--- src/rtl/seg7_pkg.sv ---
// Shared constants and helpers for the multiplexed 7-segment scan driver.
// Enable vectors are built at MAX_NDIG width and truncated to NDIG by the user.
package seg7_pkg;

    localparam int MAX_NDIG = 16;

    localparam logic [3:0]          BCD_MAX = 4'd9;
    localparam logic [MAX_NDIG-1:0] AN_OFF  = {MAX_NDIG{1'b1}};

    // Active-low one-hot enable for digit slot idx.
    function automatic logic [MAX_NDIG-1:0] an_onehot(input int unsigned idx);
        an_onehot = ~({{(MAX_NDIG-1){1'b0}}, 1'b1} << idx);
    endfunction

endpackage

--- src/rtl/seg7_tick.sv ---
// Free-running prescaler: TICK is high on the last cycle of every PRESCALE-cycle slot.
module seg7_tick
    import seg7_pkg::*;
#(
    parameter int PRESCALE = 50000
) (
    input  logic CLK,
    input  logic N_RESET,
    output logic TICK
);

    localparam int             CW       = $clog2(PRESCALE);
    localparam logic [CW-1:0]  CNT_LAST = CW'(PRESCALE - 1);

    logic [CW-1:0] cnt_q;
    logic [CW-1:0] cnt_d;

    // Next count: wrap after the last cycle of the slot.
    always_comb begin
        if (cnt_q == CNT_LAST) begin
            cnt_d = '0;
        end else begin
            cnt_d = cnt_q + CW'(1);
        end
    end

    // Counter register.
    always_ff @(posedge CLK or negedge N_RESET) begin
        if (!N_RESET) begin
            cnt_q <= '0;
        end else begin
            cnt_q <= cnt_d;
        end
    end

    assign TICK = (cnt_q == CNT_LAST);

endmodule

--- src/rtl/seg7_scan.sv ---
// Scan driver for an NDIG-digit common-anode display with a LOAD/READY handshake
// whose captured value is committed only at a frame boundary. NDIG must not exceed 16.
module seg7_scan
    import seg7_pkg::*;
#(
    parameter int NDIG     = 4,
    parameter int PRESCALE = 50000
) (
    input  logic              CLK,
    input  logic              N_RESET,
    input  logic              LOAD,
    input  logic [4*NDIG-1:0] DATA,
    input  logic              BLANK_LZ,
    output logic              READY,
    output logic [3:0]        DIGIT,
    output logic [NDIG-1:0]   AN
);

    localparam int             IW       = $clog2(NDIG);
    localparam logic [IW-1:0]  IDX_LAST = IW'(NDIG - 1);
    localparam logic [NDIG-1:0] AN_BLANK = NDIG'(AN_OFF);

    logic              tick_s;
    logic              frame_end_s;
    logic [IW-1:0]     idx_q, idx_d;
    logic [4*NDIG-1:0] stage_q, stage_d;
    logic [4*NDIG-1:0] disp_q, disp_d;
    logic              pending_q, pending_d;
    logic              ready_q;
    logic [3:0]        digit_q, digit_d;
    logic [NDIG-1:0]   an_q, an_d;
    logic [3:0]        nib_s;
    logic              upper_zero_s;

    seg7_tick #(.PRESCALE(PRESCALE)) u_tick (
        .CLK     (CLK),
        .N_RESET (N_RESET),
        .TICK    (tick_s)
    );

    assign frame_end_s = tick_s && (idx_q == IDX_LAST);

    // Slot index advances once per prescaler tick.
    always_comb begin
        if (!tick_s) begin
            idx_d = idx_q;
        end else if (idx_q == IDX_LAST) begin
            idx_d = '0;
        end else begin
            idx_d = idx_q + IW'(1);
        end
    end

    // Handshake: a commit at the frame boundary takes priority; LOAD is ignored while pending.
    always_comb begin
        stage_d   = stage_q;
        disp_d    = disp_q;
        pending_d = pending_q;
        if (frame_end_s && pending_q) begin
            disp_d    = stage_q;
            pending_d = 1'b0;
        end else if (LOAD && !pending_q) begin
            stage_d   = DATA;
            pending_d = 1'b1;
        end else begin
            pending_d = pending_q;
        end
    end

    // Slot evaluation: invalid codes and leading zeros blank the slot and force DIGIT to 0.
    always_comb begin
        nib_s        = disp_q[{idx_q, 2'b00} +: 4];
        upper_zero_s = 1'b1;
        for (int k = 0; k < NDIG; k++) begin
            if ((k >= int'(idx_q)) && (disp_q[4*k +: 4] != 4'd0)) begin
                upper_zero_s = 1'b0;
            end else begin
                upper_zero_s = upper_zero_s;
            end
        end
        if (nib_s > BCD_MAX) begin
            digit_d = 4'd0;
            an_d    = AN_BLANK;
        end else if (BLANK_LZ && (idx_q != '0) && upper_zero_s) begin
            digit_d = 4'd0;
            an_d    = AN_BLANK;
        end else begin
            digit_d = nib_s;
            an_d    = NDIG'(an_onehot(int'(idx_q)));
        end
    end

    // State and output registers; reset blanks the display and drops any pending update.
    always_ff @(posedge CLK or negedge N_RESET) begin
        if (!N_RESET) begin
            idx_q     <= '0;
            stage_q   <= '0;
            disp_q    <= '0;
            pending_q <= 1'b0;
            ready_q   <= 1'b1;
            digit_q   <= 4'd0;
            an_q      <= AN_BLANK;
        end else begin
            idx_q     <= idx_d;
            stage_q   <= stage_d;
            disp_q    <= disp_d;
            pending_q <= pending_d;
            ready_q   <= !pending_d;
            digit_q   <= digit_d;
            an_q      <= an_d;
        end
    end

    assign READY = ready_q;
    assign DIGIT = digit_q;
    assign AN    = an_q;

endmodule

--- config.mk ---
export PLATFORM = sky130hd
export DESIGN_NAME = seg7_scan
export DESIGN_NICKNAME = d
export VERILOG_FILES = /design/src/rtl/seg7_pkg.sv /design/src/rtl/seg7_tick.sv /design/src/rtl/seg7_scan.sv
export SDC_FILE = /design/constraint.sdc
export NUM_CORES = 1
export LEC_CHECK = 0
export ABC_AREA = 1
export ABC_CLOCK_PERIOD_IN_PS = 1900
export CAP_MARGIN = 20
export CORE_AREA = 2 2 75 77
export CTS_CLUSTER_DIAMETER = 150
export CTS_CLUSTER_SIZE = 12
export DETAILED_ROUTE_END_ITERATION = 10
export DIE_AREA = 0 0 77 79
export GPL_TIMING_DRIVEN = 0
export PLACE_DENSITY = 0.75
export SETUP_SLACK_MARGIN = 0.4
export SLEW_MARGIN = 25
export SYNTH_ARGS = -nofsm -noshare
export SYNTH_HDL_FRONTEND = slang
export SYNTH_SLANG_ARGS = --single-unit
--- constraint.sdc ---
create_clock -name CLK -period 1.9 [get_ports CLK]
set_input_delay 0.38 -clock CLK [delete_from_list [all_inputs] [get_ports CLK]]
set_output_delay 0.38 -clock CLK [all_outputs]
set_load 0.05 [all_outputs]
==> results.txt <==
outcome: finished, final reports clean
number of rows created at floorplan: 27
complex-gate fraction of the synthesized area: 1.85%
die boundary width: 77 um
part of the power in registers: 47.1%
number of H-tree levels: 3
multiplexer fraction of the synthesized cell area: 6.35%
Antenna diodes: 0
overall die area: 0.00608 mm2
final number of hold-violating endpoints: 0
Seq. cell area: 0.00151 mm2
combinational group share of total power: 3.7%
Worst Path Required: 2.14 ns
critical path, cell by cell: ha_2 -> nand2_2 -> inv_2 -> nand2_4 -> nor2_8 -> nand3_4 -> buf_6 -> nand2_2 -> nand2_1
total non-filler cell area in the finished layout: 0.00366 mm2
Netlist cell types: 29
slew at the pin closest to its max-slew limit: 0.343 ns
growth of design area from synthesis to finish: 28.9%
starting density of the core: 53.2%
slowest library cell on the worst path: sky130_fd_sc_hd__dfrtp_1
Avg WL per Cell: 12.5 um
proportion of netlist area held by the largest area contributor: 48.5%
IO buf count: 28
Fin Clk Skew: 0.00900 ns
CP bufs+invs: 2
number of buffers created by CTS: 9
class of the tightest hold or removal check: in -> async
count of maximum capacitance violations: 0
final instance count without filler cells: 444
largest family of logic cells by synthesized area: simple AND/OR/NAND/NOR gates
placeable core region: 0.00534 mm2
number of global-route vias before repair: 2172
largest cells by area after synthesis: sky130_fd_sc_hd__dfrtp_1 (48%), sky130_fd_sc_hd__nand2_1 (13%), sky130_fd_sc_hd__mux2_2 (6.3%), sky130_fd_sc_hd__nor2_1 (5.9%), sky130_fd_sc_hd__dfstp_2 (4.6%)
shortest period the worst path allows: 1.47 ns
XOR/XNOR share of the synthesized area: 1.85%
drt first-iter violations: 117
Relative slew margins: 77.1%
Filler cells: 437
power density over the cells: 777 mW/mm2
worst voltage drop across the vdd grid: 569 uV
number of nets in the synthesized netlist: 339
clock tree from TritonCTS: yes
CP startpoint kind: flop
leakage power total: 0.00185 uW
largest buffer count on any clock path: 2
Pre-antenna DRT Iters: 4
register-to-register path setup slack: 0.43 ns
Global Route Usage Sum: 20.9%
clock root buffer: sky130_fd_sc_hd__clkbuf_8
count of nets after finishing: 393
wire length of the first global-routing pass: 9760 um
Slew Limit Fails: 0
final worst path period share: 77.6%
Avg Cell Area, Syn: 9.07 um2
GRT Residual Overflow: 0
total length of routed wires: 5540 um
Via-to-Cell Ratio: 5.01
net switching share of the total power: 20.5%
Placed Instances: 414
area of the mapped netlist: 0.00284 mm2
Final Setup Violations: 0
post-synthesis adder-cell area fraction: 2.64%
Worst EP arrival: 1.71 ns
FF-to-FF Start: u_tick.cnt_q[0]$_DFF_PN0_
register area share after synthesis: 53.1%
fraction of the mapped netlist area in simple logic gates: 29.6%
part of the power in the clock network: 49.2%
count of yosys warnings during synthesis: 0
number of clock sinks: 60
worst reg2reg endpoint: disp_q[15]$_DFFE_PN0P_
multi-input logic area: 0.00126 mm2
P_sw: 585 uW
Critical Path Fanout Max: 7
half-perimeter wire length of the detailed placement result: 3900 um
DRC viols: 0
critical path class: reg -> reg
fraction of final layout cells sized beyond drive strength 1: 28.2%
cell area after placement: 0.00323 mm2
cell type with the largest total area after synthesis: sky130_fd_sc_hd__dfrtp_1
CP max stage delay: 0.36 ns
FF+latch count, synth: 60
total power of the final layout: 2840 uW
unrepaired setup endpoints after global routing: yes
via count of the routed design: 2226
synthesized netlist cell count: 313
final estimated routing congestion in global placement: 0.812
cell seen most often among critical-path stages: sky130_fd_sc_hd__nand2_2
FF-to-FF path depth: 9
internal power: 2260 uW
number of antenna violations at the first check in global routing: 0
Worst Setup End Kind: flop
largest net degree at the start of global routing: 36
Die Ht: 79 um
clock network latency to the later pin of the worst-skew pair: 0.35 ns
post-route antenna net violation count: 0
total I/O pin count: 29
Clk pin slew, worst setup/hold paths: 0.07 ns
delay-heaviest family, CP: simple AND/OR/NAND/NOR gates
achievable clock frequency: 678 MHz
## registers in the layout (all words and copies together), names as in the netlist
register      cells
DIGIT             4
disp_q           16
pending_q         1
u_tick.cnt_q     16
AN                4
READY             1
stage_q          16
idx_q             2
## area by class of cell
| type | instances | area share [%] |
|---|---|---|
| flip-flops and latches | 60 | 41.3 |
| plain buffers | 6 | 1.26 |
| inverters | 25 | 2.67 |
| clock buffers | 9 | 3.38 |
| well taps | 72 | 2.46 |
| multi-input cells | 222 | 34.4 |
| clock inverters | 7 | 3.35 |
| repair buffers | 43 | 11.2 |
## synthesized netlist by cell type
library cell,count
sky130_fd_sc_hd__nor2_2,1
sky130_fd_sc_hd__o21ai_1,1
sky130_fd_sc_hd__nand3_2,3
sky130_fd_sc_hd__nand3_4,1
sky130_fd_sc_hd__or2_1,1
sky130_fd_sc_hd__buf_2,3
sky130_fd_sc_hd__xor2_1,6
sky130_fd_sc_hd__dfstp_2,5
sky130_fd_sc_hd__inv_1,20
sky130_fd_sc_hd__nand2_1,95
sky130_fd_sc_hd__clkinv_1,2
sky130_fd_sc_hd__or2_2,2
sky130_fd_sc_hd__a21oi_1,1
sky130_fd_sc_hd__o21bai_1,1
sky130_fd_sc_hd__buf_4,1
sky130_fd_sc_hd__nor2_8,2
sky130_fd_sc_hd__nand2_2,1
sky130_fd_sc_hd__buf_6,1
sky130_fd_sc_hd__mux2_2,16
sky130_fd_sc_hd__clkbuf_1,1
sky130_fd_sc_hd__nor2_1,45
sky130_fd_sc_hd__ha_1,6
sky130_fd_sc_hd__nand3_1,14
sky130_fd_sc_hd__nand3b_1,1
sky130_fd_sc_hd__inv_2,3
sky130_fd_sc_hd__o21ai_0,7
sky130_fd_sc_hd__dfrtp_1,55
sky130_fd_sc_hd__nand4_1,17
sky130_fd_sc_hd__nand2_4,1
## worst max path at each step
| stage | startpoint | end | slack, ns | cells past startpoint |
|---|---|---|---|---|
| 2_1_floorplan | idx_q[0]$_DFFE_PN0N_ | DIGIT[1]$_DFF_PN0_ | 0.46 | 8 |
| 3_3_place_gp | N_RESET | stage_q[1]$_DFFE_PN0P_ | -1.38 | 1 |
| 3_5_place_dp | LOAD | stage_q[9]$_DFFE_PN0P_ | 0.02 | 4 |
| 4_1_cts | READY$_DFF_PN1_ | READY | 0.39 | 1 |
| 5_1_grt | u_tick.cnt_q[0]$_DFF_PN0_ | disp_q[15]$_DFFE_PN0P_ | 0.33 | 9 |
| 6_report | u_tick.cnt_q[0]$_DFF_PN0_ | disp_q[15]$_DFFE_PN0P_ | 0.43 | 9 |
## worst register-to-register path: stages (launching register included)
cell and delay, ns:
sky130_fd_sc_hd__dfrtp_1 0.36, sky130_fd_sc_hd__ha_2 0.19, sky130_fd_sc_hd__nand2_2 0.06, sky130_fd_sc_hd__inv_2 0.07, sky130_fd_sc_hd__nand2_4 0.08, sky130_fd_sc_hd__nor2_8 0.18
sky130_fd_sc_hd__nand3_4 0.16, sky130_fd_sc_hd__buf_6 0.18, sky130_fd_sc_hd__nand2_2 0.05, sky130_fd_sc_hd__nand2_1 0.05
## metrics by stage
stage	util (%)	setup TNS [ns]	hold slack, ns	setup WS (ns)
2_1_floorplan	-	0	0.0844	0.462
3_3_place_gp	60.1	-79.36	0.448	-1.38
3_5_place_dp	60.5	0	0.314	0.0217
4_1_cts	65.6	0	0.471	0.387
5_1_grt	68.6	0	0.490	0.325
6_report	68.6	0	0.471	0.425
## what timing repair did
action	in CTS	in global routing
endpoints found under the hold margin	21	0
endpoints found under the setup margin	30	28
cloned	0	1
gates resized for setup	46	31
hold buffers	1	0
buffers inserted	3	9
pin swaps	1	6
## power groups by stage
| stage | logic [uW] | registers [uW] | clock network (uW) |
|---|---|---|---|
| 2_1_floorplan | 34.2 | 1350 | 0 |
| 3_3_place_gp | 97.8 | 1360 | 0 |
| 3_5_place_dp | 107 | 1360 | 0 |
| 4_1_cts | 109 | 1340 | 1430 |
| 5_1_grt | 119 | 1340 | 1500 |
| 6_report | 105 | 1340 | 1400 |
## metal layers
| layer | wire (um) | up-vias | GRT usage [%] | share of wire (%) |
|---|---|---|---|---|
| met2 | 2870 | 49 | 35.0 | 52 |
| met3 | 233 | 8 | 5.45 | 4.2 |
| met1 | 2360 | 1051 | 25.2 | 43 |
| met5 | 0 | - | 0 | 0 |
| li1 | - | 1118 | - | - |
| met4 | 81 | 0 | 10.2 | 1.5 |
## placed cells by master (no fill, tap or decap), types with 2 or more instances in the layout
cell / n
sky130_fd_sc_hd__nor2_1: 44
sky130_fd_sc_hd__inv_2: 3
sky130_fd_sc_hd__dfrtp_2: 2
sky130_fd_sc_hd__buf_6: 4
sky130_fd_sc_hd__nor2_8: 2
sky130_fd_sc_hd__nand2_2: 18
sky130_fd_sc_hd__buf_4: 17
sky130_fd_sc_hd__clkinvlp_4: 2
sky130_fd_sc_hd__nand3_2: 3
sky130_fd_sc_hd__clkdlybuf4s50_1: 18
sky130_fd_sc_hd__mux2_2: 16
sky130_fd_sc_hd__bufinv_16: 3
sky130_fd_sc_hd__nand3_1: 13
sky130_fd_sc_hd__inv_1: 20
sky130_fd_sc_hd__nand2_1: 78
sky130_fd_sc_hd__nand3_4: 2
sky130_fd_sc_hd__nor2_2: 2
sky130_fd_sc_hd__ha_1: 5
sky130_fd_sc_hd__clkbuf_8: 9
sky130_fd_sc_hd__clkbuf_4: 3
sky130_fd_sc_hd__o21ai_0: 7
sky130_fd_sc_hd__or2_2: 2
sky130_fd_sc_hd__clkdlybuf4s15_2: 4
sky130_fd_sc_hd__dfrtp_1: 53
sky130_fd_sc_hd__dfstp_2: 5
sky130_fd_sc_hd__nand4_1: 17
sky130_fd_sc_hd__xor2_1: 6
## logic make-up after synthesis
family | count (synthesis)
AO/OA/AOI/OAI | 10
XOR/XNOR | 6
AND/OR/NAND/NOR | 184
flip-flops | 60
buffers and inverters | 31
multiplexers | 16
adder cells (fa/ha/maj) | 6
Power figures use the tool's default switching activity.
